===== src/rtl/branch_resolve_unit.sv =====
// rtl/branch_resolve_unit.sv - branch condition resolve, 2-bit BHT predictor and perf counters
module branch_resolve_unit #(
   parameter int XLEN        = 32,
   parameter int BHT_ENTRIES = 64,
   parameter int CNT_W       = 16
) (
   input  logic             clk,
   input  logic             rst_n,
   input  logic             pred_valid,
   input  logic [XLEN-1:0]  pred_pc,
   output logic             pred_taken,
   output logic             pred_ack,
   input  logic             res_valid,
   input  logic [XLEN-1:0]  res_pc,
   input  logic [XLEN-1:0]  res_rs1,
   input  logic [XLEN-1:0]  res_rs2,
   input  logic [2:0]       res_funct3,
   input  logic             res_pred_taken,
   output logic             br_taken,
   output logic             br_done,
   output logic             mispredict,
   output logic             illegal_br,
   output logic [CNT_W-1:0] branch_cnt,
   output logic [CNT_W-1:0] mispredict_cnt
);
   localparam int IDX_W = $clog2(BHT_ENTRIES);

   logic [1:0]       bht_q [BHT_ENTRIES];
   logic [IDX_W-1:0] res_idx, pred_idx;
   logic             eq, lt, ltu, cond, legal, upd_en, misp;
   logic [1:0]       res_ctr, upd_ctr, pred_ctr;

   logic             pred_taken_q, pred_taken_d, pred_ack_q;
   logic             br_taken_q, br_taken_d, br_done_q, mispredict_q, illegal_q;
   logic [CNT_W-1:0] branch_cnt_q, branch_cnt_d, mispredict_cnt_q, mispredict_cnt_d;

   // Word-aligned PC bits select the counter; the rest simply alias.
   assign res_idx  = res_pc[IDX_W+1:2];
   assign pred_idx = pred_pc[IDX_W+1:2];
   logic unused_pc_bits;
   assign unused_pc_bits = &{1'b0, res_pc[XLEN-1:IDX_W+2], res_pc[1:0],
                             pred_pc[XLEN-1:IDX_W+2], pred_pc[1:0]};

   assign eq  = (res_rs1 == res_rs2);
   assign lt  = ($signed(res_rs1) < $signed(res_rs2));
   assign ltu = (res_rs1 < res_rs2);

   always_comb begin
      cond = 1'b0;
      case (res_funct3)
         3'b000:  cond = eq;
         3'b001:  cond = !eq;
         3'b100:  cond = lt;
         3'b101:  cond = !lt;
         3'b110:  cond = ltu;
         3'b111:  cond = !ltu;
         default: cond = 1'b0;
      endcase
   end

   assign legal   = (res_funct3[2:1] != 2'b01);
   assign upd_en  = res_valid && legal;
   assign misp    = upd_en && (cond != res_pred_taken);
   assign res_ctr = bht_q[res_idx];

   always_comb begin
      upd_ctr = res_ctr;
      if (cond) begin
         if (res_ctr != 2'b11) upd_ctr = res_ctr + 2'd1;
      end else begin
         if (res_ctr != 2'b00) upd_ctr = res_ctr - 2'd1;
      end
   end

   // Write-first: a same-cycle update to the predicted entry is visible to fetch.
   assign pred_ctr = (upd_en && (res_idx == pred_idx)) ? upd_ctr : bht_q[pred_idx];

   always_comb begin
      pred_taken_d     = pred_valid && pred_ctr[1];
      br_taken_d       = res_valid ? cond : br_taken_q;
      branch_cnt_d     = branch_cnt_q;
      mispredict_cnt_d = mispredict_cnt_q;
      if (upd_en && (branch_cnt_q != {CNT_W{1'b1}}))
         branch_cnt_d = branch_cnt_q + CNT_W'(1);
      if (misp && (mispredict_cnt_q != {CNT_W{1'b1}}))
         mispredict_cnt_d = mispredict_cnt_q + CNT_W'(1);
   end

   always_ff @(posedge clk or negedge rst_n) begin
      if (!rst_n) begin
         for (int i = 0; i < BHT_ENTRIES; i++) bht_q[i] <= 2'b01;
      end else if (upd_en) begin
         bht_q[res_idx] <= upd_ctr;
      end
   end

   always_ff @(posedge clk or negedge rst_n) begin
      if (!rst_n) begin
         pred_taken_q     <= 1'b0;
         pred_ack_q       <= 1'b0;
         br_taken_q       <= 1'b0;
         br_done_q        <= 1'b0;
         mispredict_q     <= 1'b0;
         illegal_q        <= 1'b0;
         branch_cnt_q     <= '0;
         mispredict_cnt_q <= '0;
      end else begin
         pred_taken_q     <= pred_taken_d;
         pred_ack_q       <= pred_valid;
         br_taken_q       <= br_taken_d;
         br_done_q        <= res_valid;
         mispredict_q     <= misp;
         illegal_q        <= res_valid && !legal;
         branch_cnt_q     <= branch_cnt_d;
         mispredict_cnt_q <= mispredict_cnt_d;
      end
   end

   assign pred_taken     = pred_taken_q;
   assign pred_ack       = pred_ack_q;
   assign br_taken       = br_taken_q;
   assign br_done        = br_done_q;
   assign mispredict     = mispredict_q;
   assign illegal_br     = illegal_q;
   assign branch_cnt     = branch_cnt_q;
   assign mispredict_cnt = mispredict_cnt_q;
endmodule

===== config.mk =====
export PLATFORM = sky130hd
export DESIGN_NAME = branch_resolve_unit
export DESIGN_NICKNAME = d
export VERILOG_FILES = /design/src/rtl/branch_resolve_unit.sv
export SDC_FILE = /design/constraint.sdc
export NUM_CORES = 1
export LEC_CHECK = 0
export BUFFER_PORTS_ARGS = -buffer_cell sky130_fd_sc_hd__clkbuf_2
export CAP_MARGIN = 20
export CORE_ASPECT_RATIO = 0.9
export CORE_MARGIN = 2
export CORE_UTILIZATION = 35
export CTS_CLUSTER_DIAMETER = 40
export DETAILED_ROUTE_END_ITERATION = 6
export HOLD_SLACK_MARGIN = 0.02
export PLACE_DENSITY_LB_ADDON = 0.15
export SETUP_SLACK_MARGIN = 0.1
export SYNTH_ARGS = -nofsm -noshare
export SYNTH_HDL_FRONTEND = slang
export SYNTH_SLANG_ARGS = --single-unit
export TNS_END_PERCENT = 50

===== constraint.sdc =====
create_clock -name clk -period 3.15 [get_ports clk]
set_input_delay 0.1575 -clock clk [delete_from_list [all_inputs] [get_ports clk]]
set_output_delay 0.1575 -clock clk [all_outputs]
set_load 0.01 [all_outputs]

Word-level counts from Yosys, hierarchy flattened
Index checks and enable logic that the tools add are counted.
{"block": "totals", "regBits": 166, "input_bits": 136, "out_inout_bits": 38, "elab_cells": 123}
{"block": "op_classes", "add_sub_neg": 4, "n_lt_le_gt_ge": 5, "n_eq_ne": 12, "n_mux": 14, "bitwise": 2, "n_reduce_logical": 14}
{"operator": "$bwmux W128", "count": 1}
{"operator": "$lt A32 B32 Y1", "count": 2}
{"operator": "$add A16 B1 Y16 const B", "count": 2}
{"operator": "$eq A32 B32 Y1", "count": 1}
{"operator": "$ne A16 B16 Y1 const B", "count": 2}
{"operator": "$bmux W2 S6", "count": 2}
{"operator": "$mux W2", "count": 9}
{"operator": "$ge A7 B7 Y1 const B", "count": 2}
{"operator": "$not A6 Y7", "count": 2}
{"operator": "$demux W2 S6", "count": 1}
{"operator": "$eq A3 B3 Y1 const B", "count": 4}
{"operator": "$logic_and A1 B1 Y1", "count": 8}
{"operator": "$lt A7 B1 Y1 const B", "count": 1}
{"operator": "$eq A6 B6 Y1", "count": 1}
{"operator": "$pmux W1 S6", "count": 1}
{"operator": "$logic_not A1 Y1", "count": 4}
{"operator": "$eq A3 B1 Y1 const B", "count": 1}
{"operator": "$logic_not A3 Y1", "count": 1}
{"operator": "$add A2 B1 Y2 const B", "count": 1}
{"operator": "$ne A2 B1 Y1 const B", "count": 1}
{"operator": "$ne A2 B2 Y1 const B", "count": 1}
{"operator": "$reduce_bool A2 Y1", "count": 1}
{"operator": "$sub A2 B1 Y2 const B", "count": 1}
{"operator": "$ne A1 B1 Y1", "count": 1}

Logic depth before layout (Yosys ltp)
{"block": "logic_depth", "ltp_word": 9, "depth_mapped": 13, "ltp_nobuf": 10}

Least setup slack after synthesis
OpenSTA, ideal clock, no wires.
{"block": "synth_path", "path_type": "input port to flip-flop", "start": "input res_rs2[14]", "end": "register bht_q[117] (netlist bit)", "setup_time_ns": 0.084, "t_arrival_ns": 2.628, "t_required_ns": 3.066, "setup_slack_ns": 0.438, "cell_stages": 13, "path_buffers": 3, "cell_sequence": "inv_1 > ha_1 > a21oi_1 > nand2_1 > a221o_1 > o2bb2ai_1 > or3_1 > and3_1 > buf_2 > maj3_1 > buf_2 > buf_2 > o21ai_0"}
{"block": "synth_via", "elab_chain_cells": 5, "word_cells_on_any_way": 9, "classes_between": "2 x order compare; 1 x eq/ne; 3 x mux; 3 x reduce/logical"}
{"element": "start, declared", "line_no": "16", "source": "input logic [XLEN-1:0] res_rs2,"}
{"element": "$lt A32 B32 Y1, or another cell as far along", "line_no": "46", "source": "assign ltu = (res_rs1 < res_rs2);"}
{"element": "$logic_not A1 Y1 (on tied branches)", "line_no": "56, 52, 54"}
{"element": "$pmux W1 S6 *", "line_no": "50", "source": "case (res_funct3)"}
{"element": "$mux W2 *", "line_no": "68", "source": "if (cond) begin"}
{"element": "$bwmux W128 *", "line_no": "93", "source": "bht_q[res_idx] <= upd_ctr;"}
{"element": "end signal, assigned by index", "line_no": "93"}
{"element": "end, declared", "line_no": "28", "source": "logic [1:0] bht_q [BHT_ENTRIES];"}
Mark *: on every way between the ends. The rest lies on a longest branch, timed or not.
A chain may end at the register's enable or synchronous reset.

Final worst setup path
{"block": "layout_path", "start": "register bht_q[114] (netlist bit)", "end": "register bht_q[4] (netlist bit)"}
{"block": "layout_via", "elab_chain_cells": 7, "word_cells_on_any_way": 11, "classes_between": "2 x add/sub; 1 x eq/ne; 7 x mux; 1 x reduce/logical"}
{"element": "$bmux W2 S6 *", "line_no": "64", "source": "assign res_ctr = bht_q[res_idx];"}
{"element": "$mux W2 (implied by the code) * (2 in a row)", "line_no": "64"}
{"element": "$sub A2 B1 Y2, or another cell as far along", "line_no": "71", "source": "if (res_ctr != 2'b00) upd_ctr = res_ctr - 2'd1;"}
{"element": "$mux W2 (on tied branches)", "line_no": "71, 69"}
{"element": "$mux W2 *", "line_no": "68"}
{"element": "$bwmux W128 *", "line_no": "93"}
Mark *: on every way between the ends. The rest lies on a longest branch, timed or not. The select of a mux whose other input is x is not followed.

==> impl_results.md <==
- Status: complete, no violations
- Die area: 28200 µm²
- Final core occ: a little over two fifths
- Clk_lat worst skew: between 0.4 and 0.5 ns
- Number of global-route vias before repair: ~7600
- WP data arrival: between 3 and 4 ns
- Area Overhead vs Synth: 19.13%
- ANT nets after route: 0
- Horiz. Die Dim: roughly 180 µm
- CP endpoint kind: flip-flop
- Syn_nets: between 1000 and 1500
- RSZ-0062 raised after global routing: false
- Syn. warnings: 0
- DR vias: roughly 7600
- Final worst-path cycle share: between 80% and 90%
- Crit path required time: between 3 and 4 ns
- Aggregate negative setup slack: 0 ns
- Worst hold path class: in -> reg
- First-pass GRT wire length: roughly 43000 µm
- Worst vdd rail ir drop: between 0.0002 and 0.0003 V
- GRT met1 Usage: 27.95%
- First-pass DRT Iterations: 4
- Worst rel slew slack: between 40% and 50%
- I/O pin count: ~170
- Clk slew on worst S/H paths: 0.07 ns
- Layout cell share with drive strength beyond 1: roughly 28%
- FFs w/ async S/R, synth: 100.0%
- Most common cell after layout, fill and taps aside: nand2_1
- Grt peak-use layer: met2
- Mapped Area: between 9000 and 10000 µm²
- CTS tree: built
- Pin count of the biggest net entering global routing: 66
- Total GRT Usage: between 10% and 20%
- Actual slew at the worst max-slew pin: about 0.78 ns
- Max-slew violations: 0
- Avg Cell Area, Syn: 9.658 µm²
- H-tree Lvls: 4
- Reg area: approximately 4200 µm²
- Final setup fails: 0
- Worst Reg2Reg Path Length in Cells: 8
- Max Cap Violations: 0
- Inserted Clock Buffers: 17
- Detailed placement HPWL: roughly 19000 µm
- Max frequency: approximately 370 MHz
- CTS Sinks: ~170
- Vias per cell: 5.185
- Synth Instances: 974
- CP Max Fanout: 24
- P per Cell Area: between 500 and 600 nW/µm²
- Crit path time final: around 2.7 ns
- # placed instances: 1433
- CP delay by family, top: multiplexers
- Global Route met2 Usage: 30.45%
- CP bufs+invs: 1
- Library cells used by synthesis: 57
- Starting DRT DRC Count: 494
- Leakage: between 4 and 5 nW
- Post-CTS setup buffers: 0
- Core box area: ~26000 µm²
- Initial antenna violation count: 0
- Crit-path slowest cell: or4_1
- CP Depth: 8
- Fin. Hold Viols: 0
- Worst Skew: between 0.01 and 0.015 ns
- Grt total ovfl: 0
- Most frequent cells in the layout: nand2_1, clkbuf_2, dfrtp_1
- WL per Instance: roughly 18 µm
- Initial Util: approximately 36%
- WS Path Type: reg -> reg
- Antenna cells: 0
- Clock root cell: clkbuf_16
- # nets final: 1277
- Maximum clock insertion buffer count: 2
- Die extent in y: between 150 and 200 µm
- Crit-path cells: mux4_2 > mux2_2 > nand2_1 > nand3_1 > or4_1 > maj3_2 > buf_4 > o21ai_1
- Slowest stage delay, CP: a little under 0.5 ns
- Register area share after synthesis: 45.01%
- DRC: 0
- Startpoint Class: flip-flop
- Final Routed Wirelength: 26260 µm
- Hold path depth: 3
- PortBufs: about 120
- Area after DPL: around 11000 µm²
- Number of fill cells: roughly 2600
- GP Congestion: 0.8292
- # rows: 56
- Multi-input logic area: 4777 µm²
- Fin area: about 11000 µm²
- M3 GR Usage: between 3 and 4%
- Synth Register Bits: between 150 and 200
- R2R Setup Slk: between 0.4 and 0.5 ns
- Main flop type after synthesis: dfrtp_1
- Final Non-Filler Cells: 1468
- Number of flops mapped to enable cells by yosys: 0
-- cell usage after synthesis (3+ instances only) --
cell / n / area share [%]
and2_1: 3 / 0.20
buf_2: 26 / 1.4
dfrtp_1: 102 / 27
and4_1: 7 / 0.65
o22ai_1: 5 / 0.33
a22oi_1: 8 / 0.64
a211oi_1: 3 / 0.24
o21ai_0: 65 / 3.5
and3_1: 13 / 0.86
nor3_1: 10 / 0.53
nand4_1: 25 / 1.7
dfstp_2: 64 / 18
o21ai_1: 47 / 2.5
a221oi_1: 4 / 0.37
nor4_1: 7 / 0.47
a21oi_1: 52 / 2.8
nand3b_1: 3 / 0.24
xnor2_1: 20 / 1.9
ha_1: 34 / 4.5
mux2i_1: 30 / 3.2
nand2_1: 178 / 7.1
buf_1: 5 / 0.20
nand3_1: 33 / 1.8
inv_1: 42 / 1.7
mux4_2: 35 / 8.4
nor2b_1: 4 / 0.27
nand2b_1: 4 / 0.27
mux2_2: 10 / 1.2
a31oi_1: 4 / 0.27
nor2_1: 58 / 2.3
a22o_1: 4 / 0.37
xor2_1: 17 / 1.6
clkbuf_1: 20 / 0.80
nor3b_1: 3 / 0.24
-- flip-flops by register name, indices dropped and copies added, names as in the netlist --
| signal | cells |
|---|---|
| br_done | 1 |
| pred_taken | 1 |
| bht_q | 128 |
| pred_ack | 1 |
| branch_cnt | 16 |
| mispredict_cnt | 16 |
| illegal_br | 1 |
| br_taken | 1 |
| mispredict | 1 |
-- timing repair --
action                    4_1_cts  5_1_grt
gates resized for setup         0        0
hold endpoints to repair       39        0
hold buffers                    3        0
-- final cells by class --
type                    instances  area share (%)
repair buffers                167           9.279
well taps                     348           3.886
inverters                      42           1.407
multi-input cells             713           42.63
clock inverters                13          0.9714
flip-flops and latches        166           37.78
clock buffers                  19           4.042
-- worst register-to-register path, cell delays in order, from the launching register on --
cell and delay (ns):
dfstp_2 0.37, mux4_2 0.47, mux2_2 0.29, nand2_1 0.09, nand3_1 0.10, or4_1 0.49, maj3_2 0.36, buf_4 0.23
o21ai_1 0.19
-- cells by family (layout without fill, tap and decap cells) --
kind of cell,count (synthesis),count (layout),share of synthesized area [%]
simple gates,359,359,17.57
compound gates,206,206,12.24
flops,166,166,45.01
buf+inv,95,241,4.216
mux,75,75,12.77
xor+xnor,37,37,3.445
fa+ha+maj,36,36,4.749
-- power by group --
part / internal (mW) / leakage, nW / switching (mW) / total, mW
Combinational: 0.514 / 2.66 / 0.663 / 1.18
Clock: 1.08 / 0.271 / 0.963 / 2.04
Sequential: 2.47 / 2.04 / 0.204 / 2.67
-- stage by stage --
| stage | hold slack (ns) | total power, mW | setup WS (ns) |
|---|---|---|---|
| after floorplan | -0.1381 | 3.404 | 0.4377 |
| after global placement | 0.1366 | 3.880 | 0.1878 |
| after detailed placement | 0.1424 | 3.901 | 0.1842 |
| after CTS | 0.04793 | 5.967 | 0.4410 |
| after global routing | 0.09279 | 6.216 | 0.2126 |
| final | 0.05529 | 5.886 | 0.4787 |
-- metal layers --
layer	vias to the layer above	wire length, µm	share of wire, %
met3	23	929	3.5
met5	-	0	0
li1	3736	-	-
met1	3708	12770	49
met4	0	299	1.1
met2	145	12270	47
-- path summary, 6_finish.rpt --
path                                    start       endpoint
worst max-delay path               bht_q[114]       bht_q[4]
worst min-delay path            res_funct3[1]     illegal_br
worst max register to register     bht_q[114]       bht_q[4]
worst min register to register      bht_q[76]      bht_q[76]
max in group asynchronous               rst_n      bht_q[38]
min in group asynchronous               rst_n  branch_cnt[9]
Power figures use the tool's default switching activity.
